`config.mk`:
```
export PLATFORM = sky130hd
export DESIGN_NAME = hid_report_capture
export DESIGN_NICKNAME = d
export VERILOG_FILES = /design/src/rtl/hid_report_capture.sv
export SDC_FILE = /design/constraint.sdc
export NUM_CORES = 2
export LEC_CHECK = 0
export BUFFER_PORTS_ARGS = -buffer_cell sky130_fd_sc_hd__buf_4
export CORE_ASPECT_RATIO = 0.8
export CORE_MARGIN = 8
export CORE_UTILIZATION = 60
export CTS_CLUSTER_DIAMETER = 150
export DETAILED_ROUTE_END_ITERATION = 8
export MAX_ROUTING_LAYER = met4
export PLACE_DENSITY_LB_ADDON = 0.08
export SYNTH_ARGS = -nofsm -noshare
export SYNTH_HDL_FRONTEND = slang
export SYNTH_SLANG_ARGS = --single-unit
```
`constraint.sdc`:
```
create_clock -name clk -period 3.8 [get_ports clk]
set_clock_uncertainty 0.15 [all_clocks]
set_input_delay 0.19 -clock clk [delete_from_list [all_inputs] [get_ports clk]]
set_output_delay 0.19 -clock clk [all_outputs]
set_load 0.05 [all_outputs]
```
`src/rtl/hid_report_capture.sv`:
```
// Multi-channel HID report capture: per-channel history ring, fill level and
// saturating accept counter, with a registered readout of one selected entry.
module hid_report_capture #(
    parameter int C_channels    = 3,
    parameter int C_report_bits = 64,
    parameter int C_depth       = 4,
    parameter int C_change_only = 0,
    parameter int C_count_bits  = 16
) (
    input  logic                                              clk,
    input  logic                                              reset,
    input  logic [C_channels*C_report_bits-1:0]               report_i,
    input  logic [C_channels-1:0]                             valid_i,
    input  logic                                              freeze_i,
    input  logic                                              clear_i,
    input  logic [((C_channels > 1) ? $clog2(C_channels) : 1)-1:0] sel_ch_i,
    input  logic [$clog2(C_depth)-1:0]                        sel_hist_i,
    output logic [C_report_bits-1:0]                          data_o,
    output logic [C_count_bits-1:0]                           count_o,
    output logic [$clog2(C_depth):0]                          fill_o,
    output logic                                              new_o
);

    localparam int CH_W = (C_channels > 1) ? $clog2(C_channels) : 1;
    localparam int HW   = $clog2(C_depth);
    localparam int FW   = HW + 1;

    logic [C_report_bits-1:0] hist    [C_channels][C_depth];
    logic [C_report_bits-1:0] hist_nx [C_channels][C_depth];
    logic [FW-1:0]            fill    [C_channels];
    logic [FW-1:0]            fill_nx [C_channels];
    logic [C_count_bits-1:0]  count   [C_channels];
    logic [C_count_bits-1:0]  count_nx[C_channels];
    logic [C_channels-1:0]    accept;

    logic [C_report_bits-1:0] data_nx;
    logic [C_count_bits-1:0]  count_sel;
    logic [FW-1:0]            fill_sel;
    logic                     new_nx;

    always_comb begin
        for (int unsigned c = 0; c < C_channels; c++) begin
            accept[c] = valid_i[c] && !freeze_i && !clear_i;
            // Duplicate test is against the stored newest entry, never a stale one.
            if (C_change_only != 0 && fill[c] != '0 &&
                report_i[c*C_report_bits +: C_report_bits] == hist[c][0])
                accept[c] = 1'b0;

            hist_nx[c]  = hist[c];
            fill_nx[c]  = fill[c];
            count_nx[c] = count[c];

            if (clear_i) begin
                fill_nx[c]  = '0;
                count_nx[c] = '0;
            end else if (accept[c]) begin
                hist_nx[c][0] = report_i[c*C_report_bits +: C_report_bits];
                for (int unsigned d = 1; d < C_depth; d++)
                    hist_nx[c][d] = hist[c][d-1];
                if (fill[c] != FW'(C_depth))
                    fill_nx[c] = fill[c] + 1'b1;
                if (count[c] != '1)
                    count_nx[c] = count[c] + 1'b1;
            end
        end
    end

    // Readout uses next-state values so an accept is visible with its new_o pulse.
    always_comb begin
        data_nx   = '0;
        count_sel = '0;
        fill_sel  = '0;
        new_nx    = 1'b0;
        for (int unsigned c = 0; c < C_channels; c++) begin
            if (CH_W'(c) == sel_ch_i) begin
                fill_sel  = fill_nx[c];
                count_sel = count_nx[c];
                new_nx    = accept[c];
                for (int unsigned d = 0; d < C_depth; d++) begin
                    if (HW'(d) == sel_hist_i && FW'(d) < fill_nx[c])
                        data_nx = hist_nx[c][d];
                end
            end
        end
    end

    always_ff @(posedge clk) begin
        hist <= hist_nx;
    end

    always_ff @(posedge clk) begin
        if (reset) begin
            for (int unsigned c = 0; c < C_channels; c++) begin
                fill[c]  <= '0;
                count[c] <= '0;
            end
            data_o  <= '0;
            count_o <= '0;
            fill_o  <= '0;
            new_o   <= 1'b0;
        end else begin
            fill    <= fill_nx;
            count   <= count_nx;
            data_o  <= data_nx;
            count_o <= count_sel;
            fill_o  <= fill_sel;
            new_o   <= new_nx;
        end
    end

endmodule

```
---- Word-level counts from Yosys, hierarchy flattened ----
Cells that the tools add are included.
storage, ports and cells
  register bits ........................... 909
  input bits .............................. 203
cells by class
  muxes and demuxes ....................... 48
  $lt $le $gt $ge ......................... 12
  reduce and logical (&&, ||, !) cells .... 22
  add/sub/neg operators ................... 6
  equality and inequality tests ........... 11
operator list
  cell                                                                          number
  256-bit 2-to-1 mux                                                            6
  64-bit 2-to-1 mux                                                             15
  16-bit 2-to-1 mux                                                             12
  16-bit by 1-bit adder with 16-bit output (second input constant)              3
  16-bit inequality test (second input constant)                                3
  3-bit 2-to-1 mux                                                              12
  1-bit logical AND                                                             18
  1-bit by 3-bit less-than comparator with 1-bit output (first input constant)  6
  2-bit by 3-bit less-than comparator with 1-bit output (first input constant)  6
  3-bit by 1-bit adder with 3-bit output (second input constant)                3
  3-bit inequality test (second input constant)                                 3
  2-bit == test (first input constant)                                          3
  1-bit by 2-bit == test with 1-bit output (first input constant)               2
  2-bit zero test                                                               2
  1-bit 2-to-1 mux                                                              3
  1-bit zero test                                                               2

---- Longest topological paths before layout ----
  depth after elaboration ................. 22
  depth in mapped cells ................... 11
  depth with buffers taken out ............ 8

---- Worst setup path before layout ----
Ideal clock, no wire load.
  kind .................................... flip-flop to flip-flop
  from .................................... register fill[6] (netlist bit)
  to ...................................... register data_o[29]
  slack ................................... 1.173 ns
  stages on the path, launching flop included .. 9
  buffers on the path ..................... 1
  library setup time ...................... 0.124 ns
  data arrival time ....................... 2.353 ns
  required time ........................... 3.526 ns
  cell sequence ........................... dfxtp_1 > inv_1 > ha_1 > mux2i_2 > a41oi_2 > clkbuf_1 > a32oi_1 > a221oi_1 > a2111o_1
on the way
  word-level cells in the longest chain between the ends .. 21
  elaborated cells on any way between the ends .. 28
  classes of those cells .................. add/sub (1); order compare (4); eq/ne (1); mux (18); reduce/logical (4)
RTL lines
  item                                                                             line    source
  start: declaration                                                               30      logic [FW-1:0] fill [C_channels];
  start signal: assignment                                                         102     fill <= fill_nx;
  3-bit by 1-bit adder with 3-bit output or 3-bit inequality test (tied branches)  61, 60
  3-bit 2-to-1 mux                                                                 60      if (fill[c] != FW'(C_depth))
  3-bit 2-to-1 mux *                                                               56      end else if (accept[c]) begin
  3-bit 2-to-1 mux *                                                               53      if (clear_i) begin
  1-bit by 3-bit less-than comparator with 1-bit output                            80      if (HW'(d) == sel_hist_i && FW'(d) < fill_nx[c])
  1-bit logical AND                                                                80
  64-bit 2-to-1 mux (3 in series)                                                  80
  64-bit 2-to-1 mux *                                                              80
  64-bit 2-to-1 mux *                                                              75      if (CH_W'(c) == sel_ch_i) begin
  64-bit 2-to-1 mux (4 in series)                                                  80
  64-bit 2-to-1 mux *                                                              75
  64-bit 2-to-1 mux (4 in series)                                                  80
  64-bit 2-to-1 mux *                                                              75
  end signal: assignment                                                           104     data_o <= data_nx;
  end: declaration                                                                 18      output logic [C_report_bits-1:0] data_o,
Mark *: on every way between the ends. The rest lies on a longest branch, timed or not.
A chain may end at the register's enable or synchronous reset.

---- Worst setup path after layout ----
  from .................................... register fill[6] (netlist bit)
  to ...................................... register data_o[62]
The elaborated chain is that of the path after synthesis.

==> summary.txt <==
Die
  • Full die area: approximately 72000 sq um
  • Core Footprint: 62600 sq um
  • Die Ht: between 200 and 250 um
  • Floorplan die width: ~300 um
  • Number of core rows: 82
  • Starting density of the core: between 60% and 70%
  • IO Pins: ~290

Yosys
  • Area fraction in compound gates after synthesis: 16.7%
  • Number of unique standard cell types used by synthesis: 67
  • Post-synth top flop: sky130_fd_sc_hd__dfxtp_1
  • Net count after synthesis: 5234
  • Adder and majority gate portion of the synthesized area: 0.297%
  • Leading post-synthesis cells by instance count: 2288 x sky130_fd_sc_hd__nand2_1, 909 x sky130_fd_sc_hd__dfxtp_1, 323 x sky130_fd_sc_hd__clkbuf_1, 234 x sky130_fd_sc_hd__o211ai_1, 214 x sky130_fd_sc_hd__nand3_1
  • Cell count after synthesis: 5022
  • Synth Warn #: 0
  • Post-synth top area share: 48.0%
  • Proportion of register bits with asynchronous set or reset after synthesis: 0%
  • Total standard cell area after synthesis: 37900 sq um
  • Xor-xnor portion of the synthesized cell area: less than 1%
  • Sequential area share after synthesis: 48.0%
  • Post-synthesis mux area share: 1.63%
  • Top post-synthesis cells by area: sky130_fd_sc_hd__dfxtp_1 48%, sky130_fd_sc_hd__nand2_1 23%, sky130_fd_sc_hd__o211ai_1 4.6%
  • Synthesized-area fraction occupied by and/or/nand/nor cells: about 29%
  • Number of enable flip-flop cells after synthesis: 0
  • Flip-flop and latch count after synthesis: 909
  • Biggest area consumer among synthesized cells: sky130_fd_sc_hd__dfxtp_1
  • Synthesized area per cell: 7.56 sq um
  • Library cell with the highest instance count after synthesis: sky130_fd_sc_hd__nand2_1
  • Combinational family with the most area after synthesis: simple AND/OR/NAND/NOR gates

Clocking
  • Clock-pin slew reported for the worst setup and hold paths after clock tree synthesis: 0.06 ns
  • Num Clock Sinks: 909
  • H-tree levels: 3
  • Source-to-sink clock delay at the later pin of the worst-skew pair: 0.65 ns
  • PostCTS Resize Cnt: 0
  • Post-CTS setup-driven buffer insertion count: 0
  • Clock root cell: sky130_fd_sc_hd__clkbuf_16
  • Clock tree from TritonCTS: built
  • Maximum buffer depth of the clock tree: 3
  • Num CTS Buffers: between 80 and 90
  • Post-CTS Hold Buffers: between 150 and 200

GRT
  • Met1 track utilization from global routing: 47.8%
  • Pin count of the biggest net entering global routing: 141
  • Via count of the first global-routing pass: approximately 35000
  • Global-route track usage on met3: about 9.0%
  • Total congestion overflow after global routing: 0
  • Most Used Layer, Global Route: met2
  • Routing usage on met2: 49.5%
  • Initial antenna violation count: 1
  • Total routing usage reported by global routing: 34.7%
  • First-pass GRT wire length: approximately 200000 um

Timing
  • Setup_tns: 0 ns
  • Worst max-slew margin expressed relative to the limit: between 20 and 30%
  • Time the worst path needs with I/O delays and setup: between 3 and 4 ns
  • Number of slew-limit violations in the final report: 0
  • Final Cycle Share: roughly 88%
  • Final Setup Violations: 0
  • Smallest setup slack after layout: ~0.46 ns
  • Hold Violations, Final: 0
  • Achievable clock frequency: about 0.3 GHz
  • Slew @ Worst Pin: 1.06 ns
  • Setup repair after global routing missed its margin: false

Routing
  • Number of nets with antenna violations after detailed routing: 0
  • Via total after detailed routing: 37008
  • Number of search-and-repair iterations in the first detailed-routing pass: 8
  • Detailed-route wire length: approximately 130000 um
  • Post-detailed-route DRC marker count: 0
  • Via density per instance: between 5 and 6
  • Number of design-rule violations left by the first detailed-router iteration: 4562
  • Average detailed-routed wire length per instance: approximately 20 um

Placed design
  • Input/output buffers: 286
  • Placed instance area: 41000 sq um
  • Worst slack, placed: 0.564 ns
  • Cell count after placement: 5871
  • Placer congestion estimate: between 0.9 and 1
  • Half-perimeter wire length of the detailed placement result: 79000 um

Final layout
  • Final cell count without fillers: slightly above 6000
  • Finished layout cell area: 45900 sq um
  • Share of post-route cells with drive strength above 1: 11.1%
  • Area added between synthesis and finish: 20.9%
  • Final Net Count: 5529

Worst setup path
  • CP max stage delay: 0.74 ns
  • Logic depth of the worst setup path including buffers: 9
  • Total buffers and inverters traversed by the critical path: 2
  • Startpoint of the most critical setup path: fill[6]
  • Start of the worst register-to-register path: fill[6]
  • Required time of the critical path: between 4 and 5 ns
  • Worst path cell trace: inv_1 > ha_1 > and2_1 > or3_1 > a41oi_4 > buf_4 > nand3_1 > o211ai_1 > a211o_1
  • Worst path arrival time: 3.77 ns
  • Cell family with the largest share of critical-path delay: compound AO/OA/AOI/OAI gates
  • Cell depth of the worst flop-to-flop path: 9
  • Startpoint kind of the worst setup timing path: register
  • Max Fanout on Critical Path: 49
  • Endpoint kind of the worst setup timing path: register
  • Standard cell with the maximum stage delay on the critical path: sky130_fd_sc_hd__buf_4
  • Category of the critical setup timing path: register to register
  • Setup slack of the most critical reg-to-reg path: 0.46 ns
  • Reg-to-Reg End: data_o[62]

Power
  • Internal power: 17.7 mW
  • Clk network pwr share: 36.3%
  • Static Leakage: a little over 20 nW
  • Net switching fraction of the power: between 20% and 30%
  • Final Total Pwr: approximately 24 mW
  • Worst-case vdd ir drop: 456 uV
  • Combinational cell fraction of total power: 13.5%
  • Switching power: 6.59 mW
  • Pwr dens: about 530 nW/um^2
  • Power share of the sequential group: 50.1%

Min path
  • Count of cells along the worst hold path: 5
  • Capture endpoint of the worst hold path: fill[2]
  • Origin of the worst min-delay path: valid_i[2]
  • Path type of the worst min-delay path: primary input to register

Job
  • Max-capacitance violation count: 0

Outcome
  • Status: completed
==> state kept, by name, summed over array words and instances, names as in the netlist <==
register  cells
data_o       64
count        48
new_o         1
hist        768
fill_o        3
count_o      16
fill          9
==> per-stage QoR <==
| stage | hold WS, ns | util, % |
|---|---|---|
| 2_1_floorplan | 0.158 | - |
| 3_3_place_gp | 0.261 | 65.5 |
| 3_5_place_dp | 0.260 | 65.5 |
| 4_1_cts | 0.0343 | 73.3 |
| 5_1_grt | 0.0800 | 73.3 |
| 6_report | 0.0543 | 73.3 |
==> layer usage <==
layer  routed length [um]  vias up
li1                     -    17534
met1                54700    17193
met5                    0        -
met2                53200     2001
met3                14800      280
met4                 4170        0
==> power by group through the flow <==
stage	combinational, mW	clock (mW)	sequential (mW)
global route	3.69	9.28	12.4
global placement	2.92	0	12.3
floorplan	2.16	0	12.2
finish	3.29	8.82	12.2
CTS	3.20	8.86	12.1
detailed placement	3.00	0	12.3
==> logic make-up (layout without fill, tap and decap cells) <==
family	count (synthesis)	in the layout
compound gates	896	896
xor+xnor	32	32
fa+ha+maj	9	9
buf+inv	413	773
flops	909	909
mux	57	57
other cells	0	1
simple gates	2706	2706
==> cells in the final DEF (no fill, tap or decap), types with 48 or more instances in the layout <==
cell type	n
sky130_fd_sc_hd__a211o_1	66
sky130_fd_sc_hd__a21oi_1	87
sky130_fd_sc_hd__a31oi_1	57
sky130_fd_sc_hd__buf_4	370
sky130_fd_sc_hd__clkbuf_16	86
sky130_fd_sc_hd__dfxtp_1	909
sky130_fd_sc_hd__dlygate4sd3_1	199
sky130_fd_sc_hd__nand2_1	2285
sky130_fd_sc_hd__nand3_1	212
sky130_fd_sc_hd__nor2_1	48
sky130_fd_sc_hd__o211ai_1	234
sky130_fd_sc_hd__o21a_1	65
sky130_fd_sc_hd__o21ai_0	192
==> area by class of cell <==
type,count,area (sq um)
flip-flops and latches,909,18200
well taps,840,1050
diodes,1,2.50
clock buffers,122,2490
repair buffers,594,5270
multi-input cells,3700,18400
fillers,4834,16700
inverters,27,101
clock inverters,30,388
==> worst max path at each step <==
stage                             to  slack, ns
after floorplan           data_o[29]       1.17
after global placement    data_o[62]       0.68
after detailed placement  data_o[62]       0.56
after CTS                 data_o[62]       0.53
after global routing      data_o[62]       0.32
final                     data_o[62]       0.46
==> worst min-delay path, stage by stage <==
cell and delay (ns):
sky130_fd_sc_hd__buf_4 0.12, sky130_fd_sc_hd__nand3b_1 0.10, sky130_fd_sc_hd__mux2i_1 0.08, sky130_fd_sc_hd__buf_4 0.18, sky130_fd_sc_hd__nor3_1 0.12
Note: power is estimated with default switching activity, not from simulation.
